File: src/rtl/writeback_cycle_if.sv
// Writeback-stage bundle: retiring instruction and load data in,
// register-file write port and status out.
interface writeback_cycle_if;
    logic        in_valid;
    logic [3:0]  rd_in;
    logic        regwrite_in;
    logic [1:0]  wbsel;
    logic [15:0] aluout;
    logic [15:0] pc;
    logic [15:0] imm;
    logic [15:0] memdata;
    logic        memvalid;
    logic [3:0]  writelocation;
    logic [15:0] writedata;
    logic        regwrite;
    logic        stall;
    logic        mem_err;

    // master: memory stage / bench side; slave: the writeback stage itself
    modport master (
        output in_valid, rd_in, regwrite_in, wbsel, aluout, pc, imm, memdata, memvalid,
        input  writelocation, writedata, regwrite, stall, mem_err
    );
    modport slave (
        input  in_valid, rd_in, regwrite_in, wbsel, aluout, pc, imm, memdata, memvalid,
        output writelocation, writedata, regwrite, stall, mem_err
    );
endinterface

File: src/rtl/writeback_cycle.sv
// Final pipeline stage: selects the retiring result, waits for late load
// data with a bounded timeout, and drives the register-file write port.
module writeback_cycle #(
    parameter int MEM_TIMEOUT        = 15,
    parameter bit ZERO_REG_HARDWIRED = 1'b1
) (
    input logic              clk,
    input logic              rst,
    writeback_cycle_if.slave wb
);
    localparam logic [0:0] IDLE     = 1'b0;
    localparam logic [0:0] WAIT_MEM = 1'b1;
    localparam logic [7:0] LAST_CNT = 8'(MEM_TIMEOUT - 1);

    logic [0:0]  state;
    logic [3:0]  rd_q;
    logic        we_q;
    logic [7:0]  cnt;
    logic [3:0]  writelocation;
    logic [15:0] writedata;
    logic        regwrite;
    logic        mem_err;

    logic        we;
    logic        late_load;
    logic [15:0] sel_data;

    always_comb begin
        we        = wb.regwrite_in & ~(ZERO_REG_HARDWIRED & (wb.rd_in == 4'd0));
        late_load = (wb.wbsel == 2'b01) & ~wb.memvalid;
        sel_data  = wb.aluout;
        case (wb.wbsel)
            2'b00:   sel_data = wb.aluout;
            2'b01:   sel_data = wb.memdata;
            2'b10:   sel_data = wb.pc + 16'd2;
            default: sel_data = wb.imm;
        endcase
    end

    always_ff @(posedge clk) begin
        if (rst) begin
            state         <= IDLE;
            rd_q          <= 4'd0;
            we_q          <= 1'b0;
            cnt           <= 8'd0;
            writelocation <= 4'd0;
            writedata     <= 16'd0;
            regwrite      <= 1'b0;
            mem_err       <= 1'b0;
        end else begin
            regwrite <= 1'b0;
            case (state)
                IDLE: begin
                    if (wb.in_valid) begin
                        if (late_load) begin
                            rd_q  <= wb.rd_in;
                            we_q  <= we;
                            cnt   <= 8'd0;
                            state <= WAIT_MEM;
                        end else begin
                            regwrite      <= we;
                            writelocation <= wb.rd_in;
                            writedata     <= sel_data;
                        end
                    end
                end
                WAIT_MEM: begin
                    // data arriving on the timeout cycle still wins
                    if (wb.memvalid) begin
                        regwrite      <= we_q;
                        writelocation <= rd_q;
                        writedata     <= wb.memdata;
                        state         <= IDLE;
                    end else if (cnt == LAST_CNT) begin
                        mem_err <= 1'b1;
                        state   <= IDLE;
                    end else begin
                        cnt <= cnt + 8'd1;
                    end
                end
                default: state <= IDLE;
            endcase
        end
    end

    assign wb.writelocation = writelocation;
    assign wb.writedata     = writedata;
    assign wb.regwrite      = regwrite;
    assign wb.stall         = (state == WAIT_MEM);
    assign wb.mem_err       = mem_err;
endmodule

File: src/flat_wrapper.sv
// flat-port wrapper written by rule: the top's interface ports become plain ports
module writeback_cycle_flat 
#(
    parameter int MEM_TIMEOUT        = 15,
    parameter bit ZERO_REG_HARDWIRED = 1'b1
)
  (clk, rst, wb_in_valid, wb_rd_in, wb_regwrite_in, wb_wbsel, wb_aluout, wb_pc, wb_imm, wb_memdata, wb_memvalid, wb_writelocation, wb_writedata, wb_regwrite, wb_stall, wb_mem_err);
  writeback_cycle_if wb_i ();
  input logic clk;
  input logic rst;
  input wire logic [$bits(wb_i.in_valid)-1:0] wb_in_valid;
  input wire logic [$bits(wb_i.rd_in)-1:0] wb_rd_in;
  input wire logic [$bits(wb_i.regwrite_in)-1:0] wb_regwrite_in;
  input wire logic [$bits(wb_i.wbsel)-1:0] wb_wbsel;
  input wire logic [$bits(wb_i.aluout)-1:0] wb_aluout;
  input wire logic [$bits(wb_i.pc)-1:0] wb_pc;
  input wire logic [$bits(wb_i.imm)-1:0] wb_imm;
  input wire logic [$bits(wb_i.memdata)-1:0] wb_memdata;
  input wire logic [$bits(wb_i.memvalid)-1:0] wb_memvalid;
  output wire logic [$bits(wb_i.writelocation)-1:0] wb_writelocation;
  output wire logic [$bits(wb_i.writedata)-1:0] wb_writedata;
  output wire logic [$bits(wb_i.regwrite)-1:0] wb_regwrite;
  output wire logic [$bits(wb_i.stall)-1:0] wb_stall;
  output wire logic [$bits(wb_i.mem_err)-1:0] wb_mem_err;
  assign wb_i.in_valid = wb_in_valid;
  assign wb_i.rd_in = wb_rd_in;
  assign wb_i.regwrite_in = wb_regwrite_in;
  assign wb_i.wbsel = wb_wbsel;
  assign wb_i.aluout = wb_aluout;
  assign wb_i.pc = wb_pc;
  assign wb_i.imm = wb_imm;
  assign wb_i.memdata = wb_memdata;
  assign wb_i.memvalid = wb_memvalid;
  assign wb_writelocation = wb_i.writelocation;
  assign wb_writedata = wb_i.writedata;
  assign wb_regwrite = wb_i.regwrite;
  assign wb_stall = wb_i.stall;
  assign wb_mem_err = wb_i.mem_err;
  writeback_cycle #(.MEM_TIMEOUT(MEM_TIMEOUT), .ZERO_REG_HARDWIRED(ZERO_REG_HARDWIRED)) u_core (.clk(clk), .rst(rst), .wb(wb_i));
endmodule
File: config.mk
export PLATFORM = sky130hd
export DESIGN_NAME = writeback_cycle_flat
export DESIGN_NICKNAME = d
export VERILOG_FILES = /design/src/rtl/writeback_cycle_if.sv /design/src/rtl/writeback_cycle.sv /design/src/flat_wrapper.sv
export SDC_FILE = /design/constraint.sdc
export NUM_CORES = 1
export LEC_CHECK = 0
export ABC_AREA = 1
export BUFFER_PORTS_ARGS = -buffer_cell sky130_fd_sc_hd__buf_2
export CAP_MARGIN = 20
export CORE_UTILIZATION = 52
export CTS_CLUSTER_DIAMETER = 80
export DETAILED_ROUTE_END_ITERATION = 8
export GPL_TIMING_DRIVEN = 0
export PLACE_DENSITY = 0.93
export SLEW_MARGIN = 20
export SYNTH_ARGS = -nofsm -noshare
export SYNTH_HDL_FRONTEND = slang
export SYNTH_SLANG_ARGS = --single-unit
File: constraint.sdc
create_clock -name clk -period 3.6 [get_ports clk]
set_input_delay 0.72 -clock clk [delete_from_list [all_inputs] [get_ports clk]]
set_output_delay 0.72 -clock clk [all_outputs]
set_load 0.01 [all_outputs]
### Word level (Yosys, flattened, before mapping)

Index checks and enable logic that the tools add are counted.

* output and inout bits: 23
* register bits after elaboration: 36
* input bits: 75

* add/sub/neg operators: 2
* reductions and logical operators: 6
* muxes and demuxes: 23
* eq/ne operators: 9
* bitwise operators: 5

Operators with widths (number)
* two-way mux 16 bit: 3
* one-hot mux 16 bit (3 select lines): 1
* two-way mux 8 bit: 4
* one-hot mux 16 bit (2 select lines): 1
* adder 16 x 2 -> 16 bit, second input constant: 1
* one-hot mux 8 bit (2 select lines): 1
* two-way mux 4 bit: 3
* inequality test 2 bit, second input constant: 5
* AND reduction 3 bit: 3
* adder 8 x 1 -> 8 bit, second input constant: 1
* == test 8 x 4 -> 1 bit, second input constant: 1
* one-hot mux 4 bit (2 select lines): 1
* two-way mux 1 bit: 7
* zero test 4 bit: 1
* one-hot mux 1 bit (2 select lines): 2
* AND reduction 4 bit: 1
* NOT 1 bit: 3
* bitwise AND 1 bit: 2
* == test 2 x 1 -> 1 bit, second input constant: 1
* == test 2 bit, second input constant: 1
* zero test 2 bit: 1
* inequality test 2 x 1 -> 1 bit, second input constant: 1

### Longest topological paths before layout

* word-level depth: 6
* gate-level depth with buffers: 12
* mapped depth without buffers: 12

### Least setup slack after synthesis

Ideal clock, no wire load.

* path kind: input port to flip-flop
* start point: in wb_pc[1]
* end point: reg u_core.writedata[11], in the netlist u_core.wb.writedata[11]
* stages on the path: 10
* path buffers: 0
* data arrival time: 1.685 ns
* setup slack: 1.782 ns
* library setup time: 0.132 ns
* cells stage by stage: ha_1 nand3_1 nor2_2 nand4_1 nand3_1 nand2_1 nand2_1 nand2_1 nand2_1 a21oi_1

* word-level cells in the longest chain between the ends: 5

Ends and longest elaborated chain
* start, declared: line flat_wrapper.sv:16 `input wire logic [$bits(wb_i.pc)-1:0] wb_pc;`
* adder 16 x 2 -> 16 bit: line writeback_cycle.sv:35 `2'b10: sel_data = wb.pc + 16'd2;`
* one-hot mux 16 bit (3 select lines): line writeback_cycle.sv:32 `case (wb.wbsel)`
* two-way mux 16 bit: line writeback_cycle.sv:55 `if (late_load) begin`
* two-way mux 16 bit: line writeback_cycle.sv:54 `if (wb.in_valid) begin`
* one-hot mux 16 bit (2 select lines): line writeback_cycle.sv:52 `case (state)`
* end signal, assigned: line writeback_cycle.sv:63 `writedata <= sel_data;`
* end signal, assigned: line writeback_cycle.sv:72 `writedata <= wb.memdata;`
* end, declared: line writeback_cycle.sv:20 `logic [15:0] writedata;`

No other way between the ends. The select of a mux whose other input is x is not followed.
A chain may end at the register's enable or synchronous reset.

### Worst setup path after layout

Ends and elaborated chain as after synthesis.

==> results.py <==
metrics = {
    "run_status": {
        "run_status": "finished clean",
    },
    "timing": {
        "rsz_0062_raised_after_global_routing": "false",
        "timing.final.setup_violations": 0,
        "max_clock_freq_ghz": 0.5233,
        "min_cycle_time_layout_ns": 1.911,
        "worst_hold_slack_ns": 0.4590,
        "period_share": 0.5308,
        "timing.max_slew.rel_slack": 0.6596,
        "timing_hold_violations_final": 0,
        "max_slew.worst_pin.slew_ns": 0.5106,
        "setup-tns-final_ns": 0,
        "report.final.slew_viol_count": 0,
        "clock_skew_ns": 0.008141,
    },
    "clock_tree": {
        "clock-root-buffer": "sky130_fd_sc_hd__clkbuf_8",
        "postCtsHoldBufs": 0,
        "cts_repair_resize_count": 0,
        "clkSinkCount": 36,
        "cts_made_buffers": 5,
        "clk_transition_reported_paths_ns": 0.07,
        "htree_levels": 2,
        "post_cts.repair.setup_buffers": 0,
        "cts_buffer_depth": 2,
        "cts_tree": "yes",
        "clk_latency_ns": 0.29,
    },
    "drt": {
        "detail_route.wirelength_um": 7338,
        "dr_total_vias": 2924,
        "drt_pass1_iterations": 5,
        "number_of_drc_markers_after_the_initial_detailed_route_iteration": 241,
        "route.detailed.drc": 0,
        "drtAntennaViolNets": 0,
        "routedWlPerCell_um": 13.82,
        "vias_per_instance": 5.507,
    },
    "logic_synthesis": {
        "cell_types_with_the_highest_counts_after_synthesis": "sky130_fd_sc_hd__nand2_1 (101), sky130_fd_sc_hd__a21oi_1 (46), sky130_fd_sc_hd__nor2_1 (41)",
        "dominant_combinational_cell_family_by_area_after_synthesis": "simple AND/OR/NAND/NOR gates",
        "syn_area_sq_um": 2416,
        "synth-compound-area-share": 0.2382,
        "synthSimpleGateAreaFrac": 0.3449,
        "synth-async-reset-ratio": 0,
        "most_frequently_used_cell_type_in_the_post_synthesis_netlist": "sky130_fd_sc_hd__nand2_1",
        "synth_top_area_share": 0.2983,
        "netlist_instances": 376,
        "synth_seq_cells": 36,
        "yosys_warnings": 0,
        "synth-edff-count": 0,
        "post_synth_xor_area_fraction": 0.01450,
        "syn_nets": 454,
        "library_cell_with_the_largest_summed_area_after_synthesis": "sky130_fd_sc_hd__dfxtp_1",
        "synth_area_leaders": "sky130_fd_sc_hd__dfxtp_1 (30%), sky130_fd_sc_hd__nand2_1 (16%), sky130_fd_sc_hd__a21oi_1 (9.5%)",
        "synth-seq-area-share": 0.2983,
        "mean_instance_size_in_the_synthesized_netlist_sq_um": 6.426,
        "synth_top_flop_cell": "sky130_fd_sc_hd__dfxtp_1",
        "synth-adder-area-share": 0.01554,
        "yosys-mux-area-fraction": 0,
        "yosys.cell_types.count": 35,
    },
    "die": {
        "fp-row-count": 24,
        "dieArea_sq_um": 4923,
        "die_height_um": 70.17,
        "die_x_um": 70.17,
        "io_pins": 98,
        "core_region_area_sq_um": 4414,
        "initial_core_util": 0.5473,
    },
    "pwr": {
        "total_power_w": 0.0009689,
        "cellPowerDensity_nw_per_um2": 317.8,
        "vdd.ir_drop.worst_mv": 0.3276,
        "p_leak_nw": 1.530,
    },
    "global_routing": {
        "grt_pass1_wl_um": 12300,
        "pin_count_of_the_biggest_net_entering_global_routing": 12,
        "number_of_global_route_vias_before_repair": 2714,
        "globalRoute.totalOverflow": 0,
        "grt_antenna_before_repair": 0,
        "track_usage": 0.3129,
    },
    "finish": {
        "diodes": 0,
        "layout.area.seq_sq_um": 720.7,
        "nFillCells": 381,
        "net_count_reported_at_finish": 556,
        "layout_cells_sized_above_1": 0.2756,
        "final_cells": 531,
        "post-route-cell-area_sq_um": 3049,
        "multi_input_gate_area_in_the_final_layout_sq_um": 1481,
        "flow.area_growth_from_synthesis_pct": 26.20,
    },
    "critical_path": {
        "worst_setup_path_startpoint": "wb_pc[1]",
        "cp.required_ns": 3.83,
        "worst_setup_path_start_kind": "primary input",
        "worstPathArrival_ns": 2.14,
        "r2r_start": "u_core.wb.stall",
        "critPathKind": "primary input to flip-flop",
        "timing.rr.end": "u_core.wb.writedata[9]",
        "endpoint_class_of_the_critical_path": "flip-flop",
        "critPathMaxFanout": 10,
        "setup.worst_path.end": "u_core.wb.writedata[11]",
        "worst_r2r_path_depth": 8,
        "reg2reg_slack_ns": 2.03,
    },
    "place": {
        "placement.io_buffers": 95,
        "place_area_sq_um": 2957,
        "place_hpwl_um": 5714,
        "place_congestion": 0.9297,
        "dpl.cell_count": 523,
    },
    "hold_path": {
        "worst_hold_path.num_cells": 2,
        "hp-start": "u_core.we_q",
        "path_category_of_the_worst_min_delay_check": "flip-flop to flip-flop",
    },
    "run": {
        "cap_viol_max_count": 0,
    },
}
[cell usage in the layout (no fill, tap or decap), types with 4 or more instances in the layout]
master                     netlist  layout
sky130_fd_sc_hd__a21oi_1        46      46
sky130_fd_sc_hd__a31oi_1         6       6
sky130_fd_sc_hd__buf_2           1      96
sky130_fd_sc_hd__clkbuf_1        7       7
sky130_fd_sc_hd__clkbuf_8        0       6
sky130_fd_sc_hd__dfxtp_1        36      36
sky130_fd_sc_hd__inv_1          31      31
sky130_fd_sc_hd__inv_2           4       4
sky130_fd_sc_hd__nand2_1       101     101
sky130_fd_sc_hd__nand3_1        20      20
sky130_fd_sc_hd__nand4_1         7       7
sky130_fd_sc_hd__nor2_1         41      41
sky130_fd_sc_hd__o211ai_1        6       6
sky130_fd_sc_hd__o21ai_0        24      24
sky130_fd_sc_hd__o21ai_1         5       5
sky130_fd_sc_hd__or2_2           5       5
[critical path, cell delays in order]
cell                      delay, ns
sky130_fd_sc_hd__buf_2         0.11
sky130_fd_sc_hd__ha_1          0.18
sky130_fd_sc_hd__nand3_1       0.13
sky130_fd_sc_hd__nor2_2        0.33
sky130_fd_sc_hd__nand3_1       0.11
sky130_fd_sc_hd__nand2_1       0.08
sky130_fd_sc_hd__nand3_1       0.10
sky130_fd_sc_hd__nand2_1       0.09
sky130_fd_sc_hd__nand2_1       0.05
sky130_fd_sc_hd__nand2_1       0.05
sky130_fd_sc_hd__nand2_1       0.06
sky130_fd_sc_hd__a21oi_1       0.12
[per-stage QoR]
step | worst slack (ns) | utilization
CTS | 1.713 | 0.6908
floorplan | 1.782 | -
detailed placement | 1.402 | 0.6698
global route | 1.429 | 0.6908
finish | 1.689 | 0.6908
global placement | 1.417 | 0.6698
[logic make-up (layout without fill, tap and decap cells)]
group	after synthesis	after routing
compound gates	100	100
xor+xnor	4	4
fa+ha+maj	3	3
buf+inv	49	152
flops	36	36
simple gates	184	184
[metal layers]
metal | wire length [um] | vias to the layer above | GRT usage
met5 | 0 | - | 0
met4 | 165 | 0 | 0.1356
met3 | 612 | 17 | 0.07359
met2 | 3512 | 164 | 0.5288
met1 | 3047 | 1287 | 0.3775
li1 | - | 1456 | -
[power by group]
part | switching, W | total (W) | internal (W)
clock | 0.000143 | 0.000296 | 0.000153
combinational | 0.000141 | 0.000239 | 0.0000984
sequential | 0.0000129 | 0.000434 | 0.000421
total | 0.000297 | 0.000969 | 0.000672
[how the worst min path moves through the flow]
stage	endpoint	slack [ns]
after CTS	u_core.we_q	0.45
after global routing	u_core.wb.writedata[1]	0.49
after detailed placement	u_core.we_q	0.44
after floorplan	u_core.we_q	0.42
final	u_core.we_q	0.46
after global placement	u_core.we_q	0.43
[cell type report]
type | instances | share of cell area
inverters | 36 | 0.04514
plain buffers | 13 | 0.02503
well taps | 52 | 0.02134
clock inverters | 2 | 0.003283
repair buffers | 95 | 0.1559
clock buffers | 6 | 0.02708
multi-input cells | 291 | 0.4858
flip-flops and latches | 36 | 0.2364
[flip-flops by register name, indices dropped and copies added (netlist names)]
name,cells
u_core.wb.stall,1
u_core.rd_q,4
u_core.wb.regwrite,1
u_core.we_q,1
u_core.cnt,8
u_core.wb.mem_err,1
u_core.wb.writelocation,4
u_core.wb.writedata,16
(Power assumes the default switching activity.)
